**config.mk**
```make
export PLATFORM = sky130hd
export DESIGN_NAME = cache_plru_victim
export DESIGN_NICKNAME = d
export VERILOG_FILES = /design/src/rtl/cache_plru_pkg.sv /design/src/rtl/cache_plru_decode.sv /design/src/rtl/cache_plru_victim.sv
export SDC_FILE = /design/constraint.sdc
export NUM_CORES = 1
export LEC_CHECK = 0
export ABC_AREA = 1
export CORE_UTILIZATION = 51
export DETAILED_ROUTE_END_ITERATION = 8
export PLACE_DENSITY = 0.67
export SYNTH_ARGS = -nofsm -noshare
export SYNTH_HDL_FRONTEND = slang
export SYNTH_SLANG_ARGS = --single-unit
```
**constraint.sdc**
```tcl
create_clock -name clk -period 11.1 [get_ports clk]
set_input_delay 1.665 -clock clk [delete_from_list [all_inputs] [get_ports clk]]
set_output_delay 1.665 -clock clk [all_outputs]
set_load 0.02 [all_outputs]
```
**src/rtl/cache_plru_pkg.sv**
```systemverilog
// Shared types and the tree-PLRU update rule for the 8-way victim selector.
// Latency: n/a (types and a pure function only).
// Backpressure: n/a.
// Contents: plru_t (7 tree bits, 1 = right side MRU), way_t, state_t, plru_update().
package cache_plru_pkg;

    typedef logic [6:0] plru_t;
    typedef logic [2:0] way_t;

    typedef enum logic [1:0] {
        INIT,
        IDLE,
        RSP
    } state_t;

    // Point the three nodes on the path to 'way' toward it; other nodes keep their value.
    function automatic plru_t plru_update(plru_t bits, way_t way);
        plru_t nb;
        nb    = bits;
        nb[0] = way[2];
        if (!way[2]) begin
            nb[1] = way[1];
            if (!way[1]) nb[3] = way[0];
            else         nb[4] = way[0];
        end else begin
            nb[2] = way[1];
            if (!way[1]) nb[5] = way[0];
            else         nb[6] = way[0];
        end
        return nb;
    endfunction

endpackage

```
**src/rtl/cache_plru_decode.sv**
```systemverilog
// Victim way from tree-PLRU bits, with lowest invalid way taking priority.
// Latency: purely combinational.
// Backpressure: none (no handshake).
// Ports: plru (7 tree bits), vmask (per-way valid bits), way (chosen victim).
module cache_plru_decode
    import cache_plru_pkg::*;
(
    input  logic [6:0] plru,
    input  logic [7:0] vmask,
    output logic [2:0] way
);

    way_t walk_way;

    // Walk from the root, always stepping to the LRU side (opposite of the MRU bit).
    always_comb begin
        walk_way    = '0;
        walk_way[2] = ~plru[0];
        if (!walk_way[2]) begin
            walk_way[1] = ~plru[1];
            walk_way[0] = walk_way[1] ? ~plru[4] : ~plru[3];
        end else begin
            walk_way[1] = ~plru[2];
            walk_way[0] = walk_way[1] ? ~plru[6] : ~plru[5];
        end
    end

    // Descending scan so the lowest-index invalid way is the last (winning) assignment.
    always_comb begin
        way = walk_way;
        if (!(&vmask)) begin
            for (int i = 7; i >= 0; i--) begin
                if (!vmask[i]) way = 3'(i);
            end
        end
    end

endmodule

```
**src/rtl/cache_plru_victim.sv**
```systemverilog
// Per-set 8-way tree-PLRU store with victim request/response and MRU update port.
// Latency: one cycle from request handshake to rsp_valid; response registers hold until consumed.
// Backpressure: req_ready low during INIT and while a response waits on rsp_ready.
// Ports: req_* (set, vmask), rsp_* (way, plru), upd_* (set, way made MRU); clk, async rst_n.
// Option: PLRU_VICTIM_AUTOUPD_EN makes each response handshake also mark rsp_way MRU in its set.
module cache_plru_victim
    import cache_plru_pkg::*;
#(
    parameter int SETS     = 64,
    parameter int WAYS     = 8,
    parameter int WAYS_REP = 3
) (
    input  logic                    clk,
    input  logic                    rst_n,
    input  logic                    req_valid,
    output logic                    req_ready,
    input  logic [$clog2(SETS)-1:0] req_set,
    input  logic [WAYS-1:0]         req_vmask,
    output logic                    rsp_valid,
    input  logic                    rsp_ready,
    output logic [WAYS_REP-1:0]     rsp_way,
    output logic [6:0]              rsp_plru,
    input  logic                    upd_valid,
    input  logic [$clog2(SETS)-1:0] upd_set,
    input  logic [WAYS_REP-1:0]     upd_way
);

    localparam int SET_W = $clog2(SETS);

    state_t           state_q, state_d;
    logic [SET_W-1:0] init_ptr_q;
    plru_t            mem [SETS];

    logic  req_fire;
    logic  upd_en;
    plru_t upd_next;
    plru_t req_bits;
    way_t  dec_way;

`ifdef PLRU_VICTIM_AUTOUPD_EN
    logic [SET_W-1:0] rsp_set_q;
    logic             auto_en;
    plru_t            auto_next;
`endif

    // ---------------- control FSM ----------------
    always_comb begin
        state_d   = state_q;
        req_ready = 1'b0;
        rsp_valid = 1'b0;
        case (state_q)
            INIT: begin
                if (init_ptr_q == SET_W'(SETS - 1)) state_d = IDLE;
            end
            IDLE: begin
                req_ready = 1'b1;
                if (req_valid) state_d = RSP;
            end
            RSP: begin
                rsp_valid = 1'b1;
                req_ready = rsp_ready;
                if (rsp_ready && !req_valid) state_d = IDLE;
            end
            default: state_d = INIT;
        endcase
    end

    assign req_fire = req_valid & req_ready;
    assign upd_en   = upd_valid & (state_q != INIT);
    assign upd_next = plru_update(mem[upd_set], upd_way);

`ifdef PLRU_VICTIM_AUTOUPD_EN
    // Victim touch is applied on top of a same-cycle explicit update to the same set.
    assign auto_en   = rsp_valid & rsp_ready;
    assign auto_next = plru_update((upd_en && (upd_set == rsp_set_q)) ? upd_next : mem[rsp_set_q],
                                   rsp_way);
`endif

    // Captured bits reflect every write landing this cycle, in the same order the store applies them.
    always_comb begin
        req_bits = mem[req_set];
        if (upd_en && (upd_set == req_set)) req_bits = plru_update(req_bits, upd_way);
`ifdef PLRU_VICTIM_AUTOUPD_EN
        if (auto_en && (rsp_set_q == req_set)) req_bits = plru_update(req_bits, rsp_way);
`endif
    end

    cache_plru_decode u_decode (
        .plru  (req_bits),
        .vmask (req_vmask),
        .way   (dec_way)
    );

    // ---------------- PLRU store (cleared by INIT, not by reset) ----------------
    always_ff @(posedge clk) begin
        if (state_q == INIT) begin
            mem[init_ptr_q] <= '0;
        end else begin
            if (upd_en) mem[upd_set] <= upd_next;
`ifdef PLRU_VICTIM_AUTOUPD_EN
            // Same-set case: auto_next already folds in upd_next, so this write wins.
            if (auto_en) mem[rsp_set_q] <= auto_next;
`endif
        end
    end

    // ---------------- state and response registers ----------------
    always_ff @(posedge clk or negedge rst_n) begin
        if (!rst_n) begin
            state_q    <= INIT;
            init_ptr_q <= '0;
            rsp_way    <= '0;
            rsp_plru   <= '0;
`ifdef PLRU_VICTIM_AUTOUPD_EN
            rsp_set_q  <= '0;
`endif
        end else begin
            state_q <= state_d;
            if (state_q == INIT) init_ptr_q <= init_ptr_q + SET_W'(1);
            if (req_fire) begin
                rsp_way   <= dec_way;
                rsp_plru  <= req_bits;
`ifdef PLRU_VICTIM_AUTOUPD_EN
                rsp_set_q <= req_set;
`endif
            end
        end
    end

endmodule
```
==> run summary <==
Filler instances: 3594
Top FF cell, synth: edfxtp_1
Multi-input logic area: 0.00686 mm²
Routed vias: 16400
Synthesized area per cell: 9.57 µm²
Synth Area in XOR/XNOR: 0.285%
Layout cells sized above 1: 5.11%
Number of I/O pins: 40
Worst Path Arrival: 5470 ps
Max cap viols: 0
Wire per inst: 20.7 µm
Adder-cell share of the synthesized area: 0.349%
Largest net degree at the start of global routing: 124
Reg2reg start: state_q[0]$_DFFE_PN0P_
Vias in the first global route: 16000
#FFs+latches synth: 466
Fin. max-slew vios: 0
Total CTS buffers: 49
Final Skew: 20.5 ps
Worst Hold Depth: 2
Area growth, synth to finish: 9.70%
TritonRoute pass-1 iters: 8
Starting Density: 52.3%
Worst Hold Class: flop to flop
CTS tree: done
Leak: 8.94 nW
Yosys warns: 0
Cts-stage hold buffer count: 0
Post-DP HPWL: 33000 µm
Sequential Area: 0.0139 mm²
Syn Inst Count: 2250
Core region area: 0.0412 mm²
H-tree lvl count: 2
Crit path max fanout: 13
Num rows: 74
CP startpoint: upd_valid
RSZ-0062 raised after global routing: false
Worst-Margin Slew: 1260 ps
Commonest cells post-synth: nand2_1, nor2_1, edfxtp_1
Post-CTS sizing: 0
EDFF count, synth: 448
Final min period: 5200 ps
# port buffers: 39
Sinks on Clock Net: 466
Final wirelength: 57700 µm
Die W: 208 µm
Final GP Congestion: 0.885
DRT iter0 DRCs: 1729
Slew HR: 15.7%
Setup crit end kind: flop
GRT Overall Usage: 27.2%
Pwr/cell area: 204 mW/mm²
Setup Fix Bufs, Post-CTS: 0
Ys async rst share: 3.86%
Clock slew at reported path FFs: 60 ps
Worst-Skew Late Latency: 590 ps
Net Count, Synth: 2284
Top cells by area, synth: edfxtp_1, nand2_1, nand3_1
DRT antenna net count: 0
Die Ht: 208 µm
N_diodes: 0
Antenna violations before repair: 0
CP Capture Point: mem[32][5]$_DFFE_PP_
Mux cell area share after synthesis: 0%
VDD IR max: 0.128 mV
Netlist cell types: 32
Global-route wire length before repair: 90300 µm
Post-Syn Area: 0.0215 mm²
Root Buffer: clkbuf_16
Synth area leader: edfxtp_1
Setup_tns: 0 ps
Share of the yosys chip area belonging to registers: 64.6%
DIE AREA: 0.0431 mm²
Simple-gate area share of the yosys netlist: 29.7%
Worst path required time: 11370 ps
Compound-Gate Fraction of Synth Area: 1.00%
CTS Buffer Depth: 3
Post-DR vias/cell: 5.88
Setup CP Type: primary input to flop
Inst Count DP: 2699
Hold Vio Cnt, Final: 0
Area fraction of the dominant cell type after synthesis: 62.5%
Total grt overflow: 0
Reg2reg end: mem[32][5]$_DFFE_PP_
Largest family of logic cells by synthesized area: simple AND/OR/NAND/NOR gates
Critical Path Start Type: primary input
Most frequent cell after synthesis: nand2_1
Status: finished, final reports clean
Nets@finish: 2252
Crit share post-route: 46.9%
Finished Layout Cells: 2781
FF-to-FF path depth: 10
Fmax: 192 MHz
Drt drc: 0
Reg2reg setup slack: 7020 ps
# setup viols final: 0
==> cells by family (layout without fill, tap and decap cells) <==
| kind of cell | Yosys count | in the layout |
|---|---|---|
| AO/OA/AOI/OAI | 38 | 38 |
| XOR/XNOR | 7 | 7 |
| adder cells (fa/ha/maj) | 6 | 6 |
| buffers and inverters | 184 | 183 |
| flip-flops | 466 | 466 |
| AND/OR/NAND/NOR | 1549 | 1549 |
==> layout by cell type, fill, tap and decap left out, types with 2 or more instances in the layout <==
cell,count
a21oi_1,5
dfrtp_1,18
nor2_1,450
ha_1,6
nand4_1,3
edfxtp_1,448
clkdlybuf4s50_1,36
clkinv_2,2
buf_4,29
nor3_1,26
inv_6,2
clkinv_1,10
nand3_1,399
inv_2,4
inv_1,27
nand2_2,2
clkbuf_16,51
xor2_1,7
o211ai_1,2
nand2_1,657
a31oi_4,4
bufinv_16,2
clkbuf_8,2
nor2_4,8
o21ai_1,2
o21ai_0,18
clkbuf_1,15
or2_2,2
==> state kept, by name, indices dropped and copies added (netlist names) <==
| register | flops |
|---|---|
| state_q | 2 |
| mem | 448 |
| init_ptr_q | 6 |
| rsp_way | 3 |
| rsp_plru | 7 |
==> where the power goes <==
part           internal, mW  total, mW  switching, mW
Sequential             2.11       2.14         0.0362
Combinational         0.217       1.13          0.909
Clock                 0.892       1.55          0.655
==> critical path: stages <==
cell and delay (ps):
clkdlybuf4s50_1 900, inv_1 120, nor2_2 140, inv_1 260, o21ai_0 520, nand2_1 160
nor2_1 940, nand2_1 460, nor3_1 290
==> how the worst min path moves through the flow <==
| stage | startpoint | endpoint |
|---|---|---|
| global route | rsp_plru[6]$_DFFE_PN0P_ | rsp_plru[6]$_DFFE_PN0P_ |
| detailed placement | rsp_way[0]$_DFFE_PN0P_ | rsp_way[0]$_DFFE_PN0P_ |
| global placement | rsp_way[1]$_DFFE_PN0P_ | rsp_way[1]$_DFFE_PN0P_ |
| floorplan | init_ptr_q[3]$_DFFE_PN0P_ | init_ptr_q[3]$_DFFE_PN0P_ |
| CTS | rsp_plru[6]$_DFFE_PN0P_ | rsp_plru[6]$_DFFE_PN0P_ |
| finish | rsp_plru[6]$_DFFE_PN0P_ | rsp_plru[6]$_DFFE_PN0P_ |
==> layout make-up <==
cell class / count / share of cell area [%]
well taps: 532 / 2.82
clock inverters: 14 / 0.477
flip-flops and latches: 466 / 58.8
multi-input cells: 1600 / 29.0
repair buffers: 67 / 2.52
inverters: 34 / 0.572
clock buffers: 68 / 5.76
==> per-stage QoR <==
stage	hold slack [ps]	instance area, µm²	total power, mW	utilization, %	setup slack (ps)
finish	478	23600	4.82	57.3	5900
global route	506	23600	4.99	57.3	5690
CTS	482	23600	4.82	57.3	6030
detailed placement	469	22200	3.29	53.8	5490
global placement	467	22200	3.27	53.8	5480
floorplan	477	21500	2.86	-	1620
==> routing by layer <==
metal / up-vias / wire [µm] / global-route usage (%)
li1: 7504 / - / -
met1: 7928 / 22500 / 35.4
met2: 772 / 27900 / 45.1
met3: 151 / 5010 / 4.30
met4: 0 / 2300 / 12.0
met5: - / 0 / 0
(Power assumes the default switching activity.)
==> RTL edit (same settings) <==
Re-encode `state_t` (3 states) as one-hot, 3 bits wide.
--- a/src/rtl/cache_plru_pkg.sv
+++ b/src/rtl/cache_plru_pkg.sv
@@ -9,6 +9,6 @@
 
-    typedef enum logic [1:0] {
-        INIT,
-        IDLE,
-        RSP
+    typedef enum logic [2:0] {
+        INIT = 3'b001,
+        IDLE = 3'b010,
+        RSP  = 3'b100
     } state_t;
Check against the original RTL: no difference found for any inputs over 10 cycles, from zero or initial values and one cycle with rst_n low; not proved beyond that.
==> RTL edit against the unedited design <==
  * Fmax is 0.23% lower
  * Synthesized area is 0.75% higher
  * Setup slack got worse by 0.012 ns
  * Wire length is 6.6% higher
  * Count of clock-buffer cells in the layout decreased by 10
  * Final area is 1.2% higher
  * Sequential cell count increased by 1
  * Largest power group unchanged
  * Power grew 5.3%
==> RTL edit: results <==
set metrics [dict create \
    peakVddDrop_mv 0.1471 \
    routed-via-count 16757 \
    hold_class "reg2reg" \
    r2r_end "mem[8][6]$_DFFE_PP_" \
    synth_cell_types 34 \
    cts_buffers 49 \
    rr_worst_depth 15 \
    hpwl_um 35490 \
    rrSetupSlack_ns 7.42 \
    nets 2298 \
    ys_seq_area_share_pct 64.19 \
    grt_pass1_wl_um 94100 \
    io_buffers 39 \
    grt_pass1_vias 16286 \
    grt_max_degree 154 \
    synthTopCellsByArea "edfxtp_1, nand2_1, nand3_1, nor2_1, dfrtp_1" \
    p_leak_uw 0.009391 \
    drtIter0Drc 2143 \
    clk_pin_slew_ns 0.06 \
    diodes 0 \
    fin_setup_tns_ns 0 \
    clk_latency_ns 0.59 \
    timing.hold.ws_ns 0.4853 \
    placed_area_um2 22350 \
    synth-edff-count 448 \
    cp_max_fo 96 \
    ys.flop_type "edfxtp_1" \
    ys_top_cells_by_count "nand2_1, edfxtp_1, nor2_1" \
    routedWlPerCell_um 21.58 \
    largest_registers "mem (448), rsp_plru (7), init_ptr_q (6)" \
    synth-async-reset-ratio_pct 4.069 \
    grt_antenna_before_repair 0 \
    grt_usage_pct 28.50 \
    drive_gt1_share_pct 6.020 \
    worstSetupStartpoint "req_set[0]" \
    root_buffer "clkbuf_16" \
    slew-limit-headroom_pct 19.00 \
    r2r_start "state_q[0]$_DFFE_PN1P_" \
    num-fill-cells 3684 \
    arrival_ns 5.69 \
    cp-endpoint "rsp_way[0]$_DFFE_PN0P_" \
    cts_setup_buffers 0 \
    status "complete, no violations" \
    gp_congestion 0.9037 \
    dr.pass1.iters 5 \
    skew_ns 0.01547 \
    hold-path-cell-count 2 \
    ys_warn_count 0 \
]
==> RTL edit: cells by family (layout without fill, tap and decap cells) <==
| group | Yosys count | after routing | synth area share (%) |
|---|---|---|---|
| simple gates | 1542 | 1542 | 29.40 |
| fa+ha+maj | 1 | 1 | 0.05765 |
| buf+inv | 228 | 246 | 4.728 |
| xor+xnor | 9 | 9 | 0.3632 |
| flops | 467 | 467 | 64.19 |
| compound gates | 44 | 44 | 1.263 |
==> RTL edit: through the flow <==
stage | std cells | utilization, % | setup slack, ns
detailed placement | 2757 | 53.29 | 5.406
finish | 2848 | 56.99 | 5.887
global placement | 2757 | 53.29 | 5.435
CTS | 2848 | 56.99 | 6.009
global route | 2848 | 56.99 | 5.596
floorplan | 2291 | - | 1.900
==> RTL edit: area by class of cell <==
| cell class | count | share of cell area, % |
|---|---|---|
| Multi-Input combinational cell | 1596 | 28.48 |
| Tap cell | 539 | 2.821 |
| Inverter | 86 | 1.382 |
| Clock buffer | 58 | 5.449 |
| Timing Repair Buffer | 69 | 2.549 |
| Sequential cell | 467 | 58.27 |
| Clock inverter | 33 | 1.052 |
==> RTL edit: worst min-delay path by stage <==
stage | from | to
global route | rsp_way[0]$_DFFE_PN0P_ | rsp_way[0]$_DFFE_PN0P_
finish | rsp_way[0]$_DFFE_PN0P_ | rsp_way[0]$_DFFE_PN0P_
detailed placement | rsp_way[0]$_DFFE_PN0P_ | rsp_way[0]$_DFFE_PN0P_
CTS | rsp_way[0]$_DFFE_PN0P_ | rsp_way[0]$_DFFE_PN0P_
global placement | init_ptr_q[4]$_DFFE_PN0P_ | init_ptr_q[4]$_DFFE_PN0P_
floorplan | init_ptr_q[4]$_DFFE_PN0P_ | init_ptr_q[4]$_DFFE_PN0P_
==> RTL edit: layer usage <==
metal  share of wire [%]  vias to the layer above  GRT usage [%]  wire, um
met2                  47                      889          46.25     29140
met1                  40                     8099          38.74     24290
li1                    -                     7623              -         -
met3                  10                      146          4.860      6137
met5                   0                        -              0         0
met4                 3.1                        0          10.27      1884
==> RTL edit: where the power goes <==
part           internal, uW  switching [uW]  leakage, uW
registers              2140            45.2      0.00436
logic                   235            1040      0.00427
clock network           927             685     0.000760
==> RTL edit: critical path, cell delays in order <==
cell	delay (ns)
buf_6	0.29
buf_4	0.84
buf_4	0.93
nand2_1	0.13
nand3_1	0.14
nand3_1	0.19
nand2_1	0.12
nand2_1	0.05
nand3_1	0.14
nand3_1	0.20
nand3_1	0.17
nand2_1	0.09
nand2_1	0.07
nand2_1	0.04
nand2_1	0.06
nand3_1	0.07
nand2_1	0.07
nand2_1	0.05
nand2_1	0.06
nand2_1	0.05
nand2_1	0.05
nand2_1	0.05
nand3_1	0.06
nand2_1	0.05
